$ cat src/rtl/branch_predictor.sv
// Direct-mapped BTB + 2-bit BHT predictor. Fetch-side lookup is combinational;
// execute-side resolution updates one entry per cycle and drives the flush/redirect.

module bp_entry #(
  parameter int TAGW = 26
) (
  input  logic            clk,
  input  logic            rst_n,
  input  logic            upd_en,
  input  logic            taken,
  input  logic [TAGW-1:0] tag_i,
  input  logic [31:0]     tgt_i,
  output logic            valid_o,
  output logic [TAGW-1:0] tag_o,
  output logic [31:0]     tgt_o,
  output logic [1:0]      ctr_o
);
  logic            valid_q, valid_d;
  logic [TAGW-1:0] tag_q, tag_d;
  logic [31:0]     tgt_q, tgt_d;
  logic [1:0]      ctr_q, ctr_d;
  logic            hit;

  assign hit = valid_q && (tag_q == tag_i);

  always_comb begin
    valid_d = valid_q;
    tag_d   = tag_q;
    tgt_d   = tgt_q;
    ctr_d   = ctr_q;
    if (upd_en) begin
      if (hit) begin
        if (taken) begin
          tgt_d = tgt_i;
          if (ctr_q != 2'd3) ctr_d = ctr_q + 2'd1;
        end else if (ctr_q != 2'd0) begin
          ctr_d = ctr_q - 2'd1;
        end
      end else if (taken) begin
        // Miss-and-taken allocates as weakly taken; miss-and-not-taken leaves the entry alone.
        valid_d = 1'b1;
        tag_d   = tag_i;
        tgt_d   = tgt_i;
        ctr_d   = 2'd2;
      end
    end
  end

  always_ff @(posedge clk or negedge rst_n) begin
    if (!rst_n) begin
      valid_q <= 1'b0;
      tag_q   <= '0;
      tgt_q   <= '0;
      ctr_q   <= '0;
    end else begin
      valid_q <= valid_d;
      tag_q   <= tag_d;
      tgt_q   <= tgt_d;
      ctr_q   <= ctr_d;
    end
  end

  assign valid_o = valid_q;
  assign tag_o   = tag_q;
  assign tgt_o   = tgt_q;
  assign ctr_o   = ctr_q;
endmodule

module branch_predictor #(
  parameter int ENTRIES = 16,
  parameter int IDXW    = $clog2(ENTRIES)
) (
  input  logic        clk,
  input  logic        rst_n,
  input  logic [31:0] PCF,
  output logic        PredTakenF,
  output logic [31:0] PredTargetF,
  input  logic        ValidE,
  input  logic [31:0] PCE,
  input  logic [2:0]  BranchTypeE,
  input  logic        BranchE,
  input  logic [31:0] BrTargetE,
  input  logic        PredTakenE,
  input  logic [31:0] PredTargetE,
  output logic        MispredictE,
  output logic [31:0] RedirectPCE,
  output logic [31:0] BranchCnt,
  output logic [31:0] MissCnt
);
  localparam int TAGW = 30 - IDXW;

  logic [IDXW-1:0] idx_f, idx_e;
  logic [TAGW-1:0] tag_f, tag_e;
  logic            unused_pcf;

  assign idx_f      = PCF[IDXW+1:2];
  assign tag_f      = PCF[31:IDXW+2];
  assign idx_e      = PCE[IDXW+1:2];
  assign tag_e      = PCE[31:IDXW+2];
  assign unused_pcf = ^PCF[1:0];

  logic [ENTRIES-1:0]           ent_vld, ent_upd;
  logic [ENTRIES-1:0][TAGW-1:0] ent_tag;
  logic [ENTRIES-1:0][31:0]     ent_tgt;
  logic [ENTRIES-1:0][1:0]      ent_ctr;

  logic is_br, resolve, nonbr_v;

  // Codes 0 and 7 are both non-branches.
  assign is_br   = (BranchTypeE != 3'd0) && (BranchTypeE != 3'd7);
  assign resolve = ValidE && is_br;
  assign nonbr_v = ValidE && !is_br;

  for (genvar g = 0; g < ENTRIES; g++) begin : g_ent
    assign ent_upd[g] = resolve && (idx_e == IDXW'(g));
    bp_entry #(.TAGW(TAGW)) u_ent (
      .clk    (clk),
      .rst_n  (rst_n),
      .upd_en (ent_upd[g]),
      .taken  (BranchE),
      .tag_i  (tag_e),
      .tgt_i  (BrTargetE),
      .valid_o(ent_vld[g]),
      .tag_o  (ent_tag[g]),
      .tgt_o  (ent_tgt[g]),
      .ctr_o  (ent_ctr[g])
    );
  end

  // Lookup reads registered state only, so a same-cycle update is seen next cycle.
  always_comb begin
    PredTakenF  = ent_vld[idx_f] && (ent_tag[idx_f] == tag_f) && ent_ctr[idx_f][1];
    PredTargetF = PredTakenF ? ent_tgt[idx_f] : 32'd0;
  end

  always_comb begin
    MispredictE = 1'b0;
    RedirectPCE = 32'd0;
    if (resolve)
      MispredictE = (BranchE != PredTakenE) ||
                    (BranchE && PredTakenE && (PredTargetE != BrTargetE));
    else if (nonbr_v)
      MispredictE = PredTakenE;
    if (MispredictE)
      RedirectPCE = (resolve && BranchE) ? BrTargetE : PCE + 32'd4;
  end

  logic [31:0] branch_cnt_q, branch_cnt_d, miss_cnt_q, miss_cnt_d;

  always_comb begin
    branch_cnt_d = branch_cnt_q;
    miss_cnt_d   = miss_cnt_q;
    if (resolve && (branch_cnt_q != 32'hFFFF_FFFF)) branch_cnt_d = branch_cnt_q + 32'd1;
    if (MispredictE && (miss_cnt_q != 32'hFFFF_FFFF)) miss_cnt_d = miss_cnt_q + 32'd1;
  end

  always_ff @(posedge clk or negedge rst_n) begin
    if (!rst_n) begin
      branch_cnt_q <= '0;
      miss_cnt_q   <= '0;
    end else begin
      branch_cnt_q <= branch_cnt_d;
      miss_cnt_q   <= miss_cnt_d;
    end
  end

  assign BranchCnt = branch_cnt_q;
  assign MissCnt   = miss_cnt_q;
endmodule

$ cat config.mk
export PLATFORM = sky130hd
export DESIGN_NAME = branch_predictor
export DESIGN_NICKNAME = d
export VERILOG_FILES = /design/src/rtl/branch_predictor.sv
export SDC_FILE = /design/constraint.sdc
export NUM_CORES = 2
export LEC_CHECK = 0
export ABC_CLOCK_PERIOD_IN_PS = 4750
export CAP_MARGIN = 20
export CORE_AREA = 5 5 376 378
export DETAILED_ROUTE_END_ITERATION = 8
export DIE_AREA = 0 0 381 383
export PLACE_DENSITY = 0.62
export RECOVER_POWER = 50
export SYNTH_ARGS = -nofsm -noshare
export SYNTH_HDL_FRONTEND = slang
export SYNTH_SLANG_ARGS = --single-unit
$ cat constraint.sdc
create_clock -name clk -period 4.75 [get_ports clk]
set_input_delay 0.95 -clock clk [delete_from_list [all_inputs] [get_ports clk]]
set_output_delay 0.95 -clock clk [all_outputs]
set_load 0.01 [all_outputs]
; ---- Word-level counts from Yosys, hierarchy flattened
; Index checks and enable logic that the tools add are counted.
[totals]
register_bits = 1040
latchBits = 0
ramBits = 0
romBits = 0
inputBits = 136
out_inout_bits = 130
elab_cells = 407
mem_count = 0
[op_classes]
add_sub_neg = 35
mul = 0
n_div = 0
magnitude_cmp = 1
n_eq_ne = 69
shift = 0
mux = 78
n_bitwise = 16
n_reduce_logical = 142
[ops]
columns = operator, count
row1 = equality test 26 bit, 17
row2 = two-way mux 2 bit, 66
row3 = binary-select mux 32 bit (select 4 bit), 1
row4 = two-way mux 32 bit, 4
row5 = binary-select mux 26 bit (select 4 bit), 1
row6 = nonzero test 2 bit, 48
row7 = "adder 32 x 1 -> 32 bit, second input constant", 2
row8 = "inequality test 32 bit, second input constant", 2
row9 = AND reduction 4 bit, 16
row10 = "inequality test 3 bit, second input constant", 17
row11 = AND reduction 3 bit, 16
row12 = logical AND 1 bit, 42
row13 = "adder 2 x 1 -> 2 bit, second input constant", 16
row14 = "adder 32 x 3 -> 32 bit, second input constant", 1
row15 = "equality test 4 bit, second input constant", 8
row16 = "inequality test 2 bit, second input constant", 16
row17 = inequality test 32 bit, 1
row18 = AND reduction 2 bit, 16
row19 = "subtractor 2 x 1 -> 2 bit, second input constant", 16
row20 = two-way mux 26 bit, 1
row21 = "equality test 4 x 3 -> 1 bit, second input constant", 4
row22 = NOT 1 bit, 16
row23 = binary-select mux 2 bit (select 4 bit), 1
row24 = "equality test 4 x 2 -> 1 bit, second input constant", 2
row25 = other kinds (9), 11

; ---- Longest topological paths before layout
[logic_depth]
word_depth = 7
mapped_depth = 13
depth_no_buf = 8

; ---- Modules after synthesis
; A second synthesis with hierarchy kept.
[unflattened]
hier_cells = 4044
hier_area_um2 = 55944.9
[by_module_without_submodules]
columns = module, instances, cells_per_inst, area_each_um2, seq_area_each_um2
row1 = bp_entry, 16, 178, 2686.3, 1526.5
row2 = branch_predictor, 1, 1196, 12963.7, 1601.5

; ---- Worst setup path before layout
; No wires, ideal clock.
[synth_timing]
kind = input-to-output
startpoint = input port PCF[2]
endpoint = output port PredTargetF[10]
arrival_ns = 3.395
t_required_ns = 3.800
path_slack_ns = 0.405
cell_stages = 8
n_path_buf = 5
path_cell_list = buf_6 > buf_8 > buf_8 > buf_2 > clkbuf_1 > mux4_4 > mux4_2 > nor4b_2
[synth_between]
elab_chain_len = 6
word_cells_on_any_way = 12
cone_classes = 1 x eq/ne / 9 x mux / 2 x reduce/logical
[synth_lines]
columns = item, line_no
row1 = "start, declared", 75  ; input logic [31:0] PCF,
row2 = binary-select mux 26 bit (select 4 bit), 132  ; PredTakenF = ent_vld[idx_f] && (ent_tag[idx_f] == tag_f) && ent_ctr[idx_f][1];
row3 = two-way mux 26 bit (implied by the code), 132
row4 = equality test 26 bit, 132
row5 = logical AND 1 bit (2 in series), 132
row6 = two-way mux 32 bit *, 133  ; PredTargetF = PredTakenF ? ent_tgt[idx_f] : 32'd0;
row7 = "end, declared", 77  ; output logic [31:0] PredTargetF,
; Every way passes the cells marked *; elsewhere a longest branch is shown, timed or not. The select of a mux whose other input is x is not followed.

; ---- Worst setup path after layout
[layout_timing]
startpoint = input port PCF[3]
endpoint = output port PredTargetF[30]
; The elaborated chain is that of the path after synthesis.

==> results.md <==
* F_max at roughly 0.21 GHz
* Max Root-Sink Buffers at 3
* Leak at approximately 28 nW
* Violated checks: max-capacitance violations, max-slew violations, negative setup slack
* CP top delay family: buffers and inverters
* Row count at approximately 140
* Place WS at -621 ps
* Initial core utilization at 0.398
* DIE HEIGHT at roughly 380 µm
* CTS tree: done
* Clk Latency, worst-skew pair at roughly 800 ps
* Area after DPL at 61100 µm²
* Post-layout nets at between 4000 and 5000
* Post-synth EDFFs at 0
* Sequential power share at 0.435
* Drt drc at 0
* Setup violators final at 3
* Via density per instance at between 5 and 6
* WP buf/inv at 7
* First-pass GRT wire length at roughly 280000 µm
* GP Congestion at about 0.96
* Clock root buffer: clkbuf_16
* Pin count of the biggest net entering global routing at about 130
* Worst Tran Pin Value at 2830 ps
* Total number of vias at 37000
* Post-DP HPWL at between 100000 and 150000 µm
* Unrepaired setup endpoints after global routing: true
* Global route overflow at 0
* Switching power at 7.84 mW
* Crit path cell chain: buf_16 -> buf_12 -> buf_4 -> buf_4 -> mux4_2 -> a211oi_4 -> buf_6 -> a21oi_1 -> xnor2_1 -> nand4_4 -> buf_12 -> nor4b_2 -> buf_2
* Outcome: finished with violations
* Post-CTS Hold Fix Bufs at 0
* Layout cells sized above 1 at 0.419
* Max Transition Viols Final at between 100 and 150
* Top_reg_cell synth: dfrtp_1
* Worst Hold Class: reg -> reg
* CP peak stage delay at 560 ps
* IO Count at 266
* Hold Violations, Final at 0
* Max VDD drop at around 0.00032 V
* Die Width at between 300 and 400 µm
* Comb pwr share at 0.206
* Area delta synth->final at 20.5%
* Area of the core at roughly 140000 µm²
* Syn_area_per_cell at about 13 µm²
* Gate Count Post-Synth at slightly above 4000
* Critical path capture point type: output pin
* Count of cell types in the netlist at 70
* WS Path Type: in -> out
* Final period utilization at 1.00
* Pwr dens at about 400 nW/µm²
* Total track usage at 0.262
* Clock network power share at 0.359
* Mapped cell area at ~55000 µm²
* Vias in the first global route at 37100
* Initial antenna violation count at 9
* Post-Syn Nets at about 4200
* Startpoint types: input port
* Asr flop ratio synth at 1.00
* Routed WL at about 200000 µm
* Seq/Total Area, Yosys at 0.476
* Sw Share at 0.290
* Synth warnings at 0
* Pre-antenna DRT Iters at 7
* Routed Antenna Nets at 0
* Slew headroom at -0.884
* Int Pwr at between 15 and 20 mW
* Minimum clock period at roughly 4800 ps
* Cell area after layout at approximately 66000 µm²
* CTS Buf Count at 114
* Critical path data required time at between 3000 and 4000 ps
* Slowest CP cell: mux4_2
* PortBufs at approximately 260
* Die area at 146000 µm²
* Drt initial violations at around 3500
* # clock sinks at 1040
* # H-tree levels at 3
* Arrival time worst endpoint at around 3800 ps
* Final WS setup at -22.4 ps
* Max cap viols at 2
* Synth Register Bits at about 1000
* Final Skew at 72.8 ps
* Worst-path maximum fanout at 33
* Clock transition at the registers of the reported paths at approximately 60 ps
* Drt wl/cell at just over 30 µm
[state kept, by name, summed over array words and instances (netlist names)]
signal	count
g_ent.u_ent.tgt_o	512
g_ent.u_ent.tag_o	416
BranchCnt	32
MissCnt	32
g_ent.u_ent.ctr_o	32
g_ent.u_ent.valid_o	16
[cells in the mapped netlist (61+ instances only)]
cell,instances,share of area
xor2_1,117,0.019
clkbuf_1,176,0.012
buf_2,105,0.0096
nor2_1,106,0.0073
mux4_2,219,0.090
xnor2_1,440,0.071
dfrtp_1,1040,0.48
nand4_1,110,0.013
mux2_2,910,0.19
mux2i_1,61,0.011
nand2_1,98,0.0067
[cells by family (layout without fill, tap and decap cells)]
logic type	count (synthesis)	after routing	share of synthesized area
multiplexers	1245	1245	0.309
flip-flops	1040	1040	0.476
AND/OR/NAND/NOR	625	625	0.0674
XOR/XNOR	557	557	0.0893
buffers and inverters	391	865	0.0346
AO/OA/AOI/OAI	182	182	0.0220
adder cells (fa/ha/maj)	7	7	0.00160
other	0	2	0
[metrics by stage]
step / hold slack (ps) / util / TNS [ps] / power [mW] / cells
3_5_place_dp: 481 / 0.445 / -24720 / 17.3 / 6064
2_1_floorplan: 454 / - / 0 / 14.9 / 4047
3_3_place_gp: 476 / 0.445 / -22210 / 17.2 / 6064
5_1_grt: 495 / 0.480 / -167 / 28.0 / 6317
4_1_cts: 283 / 0.478 / -14.2 / 27.1 / 6299
6_report: 486 / 0.480 / -32.9 / 27.0 / 6317
[layout make-up]
cell class | instances | area, µm²
Timing Repair Buffer | 622 | 5940
Antenna cell | 2 | 5.00
Fill cell | 12200 | 71300
Clock inverter | 47 | 731
Tap cell | 1794 | 2240
Inverter | 27 | 106
Clock buffer | 169 | 3430
Sequential cell | 1040 | 26000
Multi-Input combinational cell | 2616 | 27300
[power by group through the flow]
stage          logic, mW  registers, mW  clock network, mW
6_report            5.57           11.8               9.70
4_1_cts             5.54           11.7               9.85
3_5_place_dp        5.46           11.9                  0
3_3_place_gp        5.37           11.8                  0
2_1_floorplan       3.59           11.3                  0
5_1_grt             5.89           11.9               10.2
[what timing repair did]
| item | 4_1_cts | 5_1_grt |
|---|---|---|
| setup buffers | 14 | 12 |
| cloned | 5 | 4 |
| resized for setup | 194 | 58 |
| endpoints found under the hold margin | 0 | 0 |
| pin swaps | 10 | 30 |
| endpoints found under the setup margin | 65 | 48 |
[routing by layer]
layer / up-vias / routed length [µm] / global-route usage
li1: 15500 / - / -
met5: - / 20 / 0
met2: 1399 / 89000 / 0.407
met4: 4 / 10100 / 0.110
met3: 365 / 14300 / 0.0602
met1: 19700 / 81500 / 0.354
[final timing paths]
path / slack, ps / end / depth (start not counted) / from
setup / recovery: -20 / PredTargetF[30] / 13 / PCF[3]
hold / removal: 490 / BranchCnt[8] / 1 / BranchCnt[8]
setup reg to reg: 1330 / g_ent[7].u_ent.tag_o[19] / 8 / g_ent[7].u_ent.tag_o[16]
hold reg to reg: 490 / BranchCnt[8] / 1 / BranchCnt[8]
max in group asynchronous: 850 / g_ent[1].u_ent.tgt_o[25] / 2 / rst_n
min in group asynchronous: 1090 / g_ent[9].u_ent.tgt_o[16] / 1 / rst_n
[placed cells by master (no fill, tap or decap), types with 18 or more instances in the layout]
| cell | instances |
|---|---|
| dfrtp_1 | 1039 |
| mux2_2 | 910 |
| xnor2_1 | 439 |
| buf_4 | 266 |
| mux4_2 | 221 |
| clkdlybuf4s50_1 | 139 |
| clkbuf_16 | 118 |
| xor2_1 | 116 |
| nand4_1 | 110 |
| nand2_1 | 96 |
| nor2_1 | 94 |
| buf_2 | 60 |
| buf_12 | 57 |
| o21ai_0 | 55 |
| nand3_1 | 55 |
| mux2i_1 | 55 |
| nor3_1 | 44 |
| clkbuf_8 | 37 |
| clkbuf_1 | 34 |
| dlygate4sd3_1 | 34 |
| a211oi_1 | 28 |
| and3_1 | 25 |
| inv_1 | 25 |
| mux2_1 | 24 |
| nor4_1 | 23 |
| a31oi_1 | 21 |
| nor4b_4 | 21 |
| clkinv_2 | 20 |
| mux4_4 | 18 |
No activity file was read; power rests on OpenSTA's default activity.
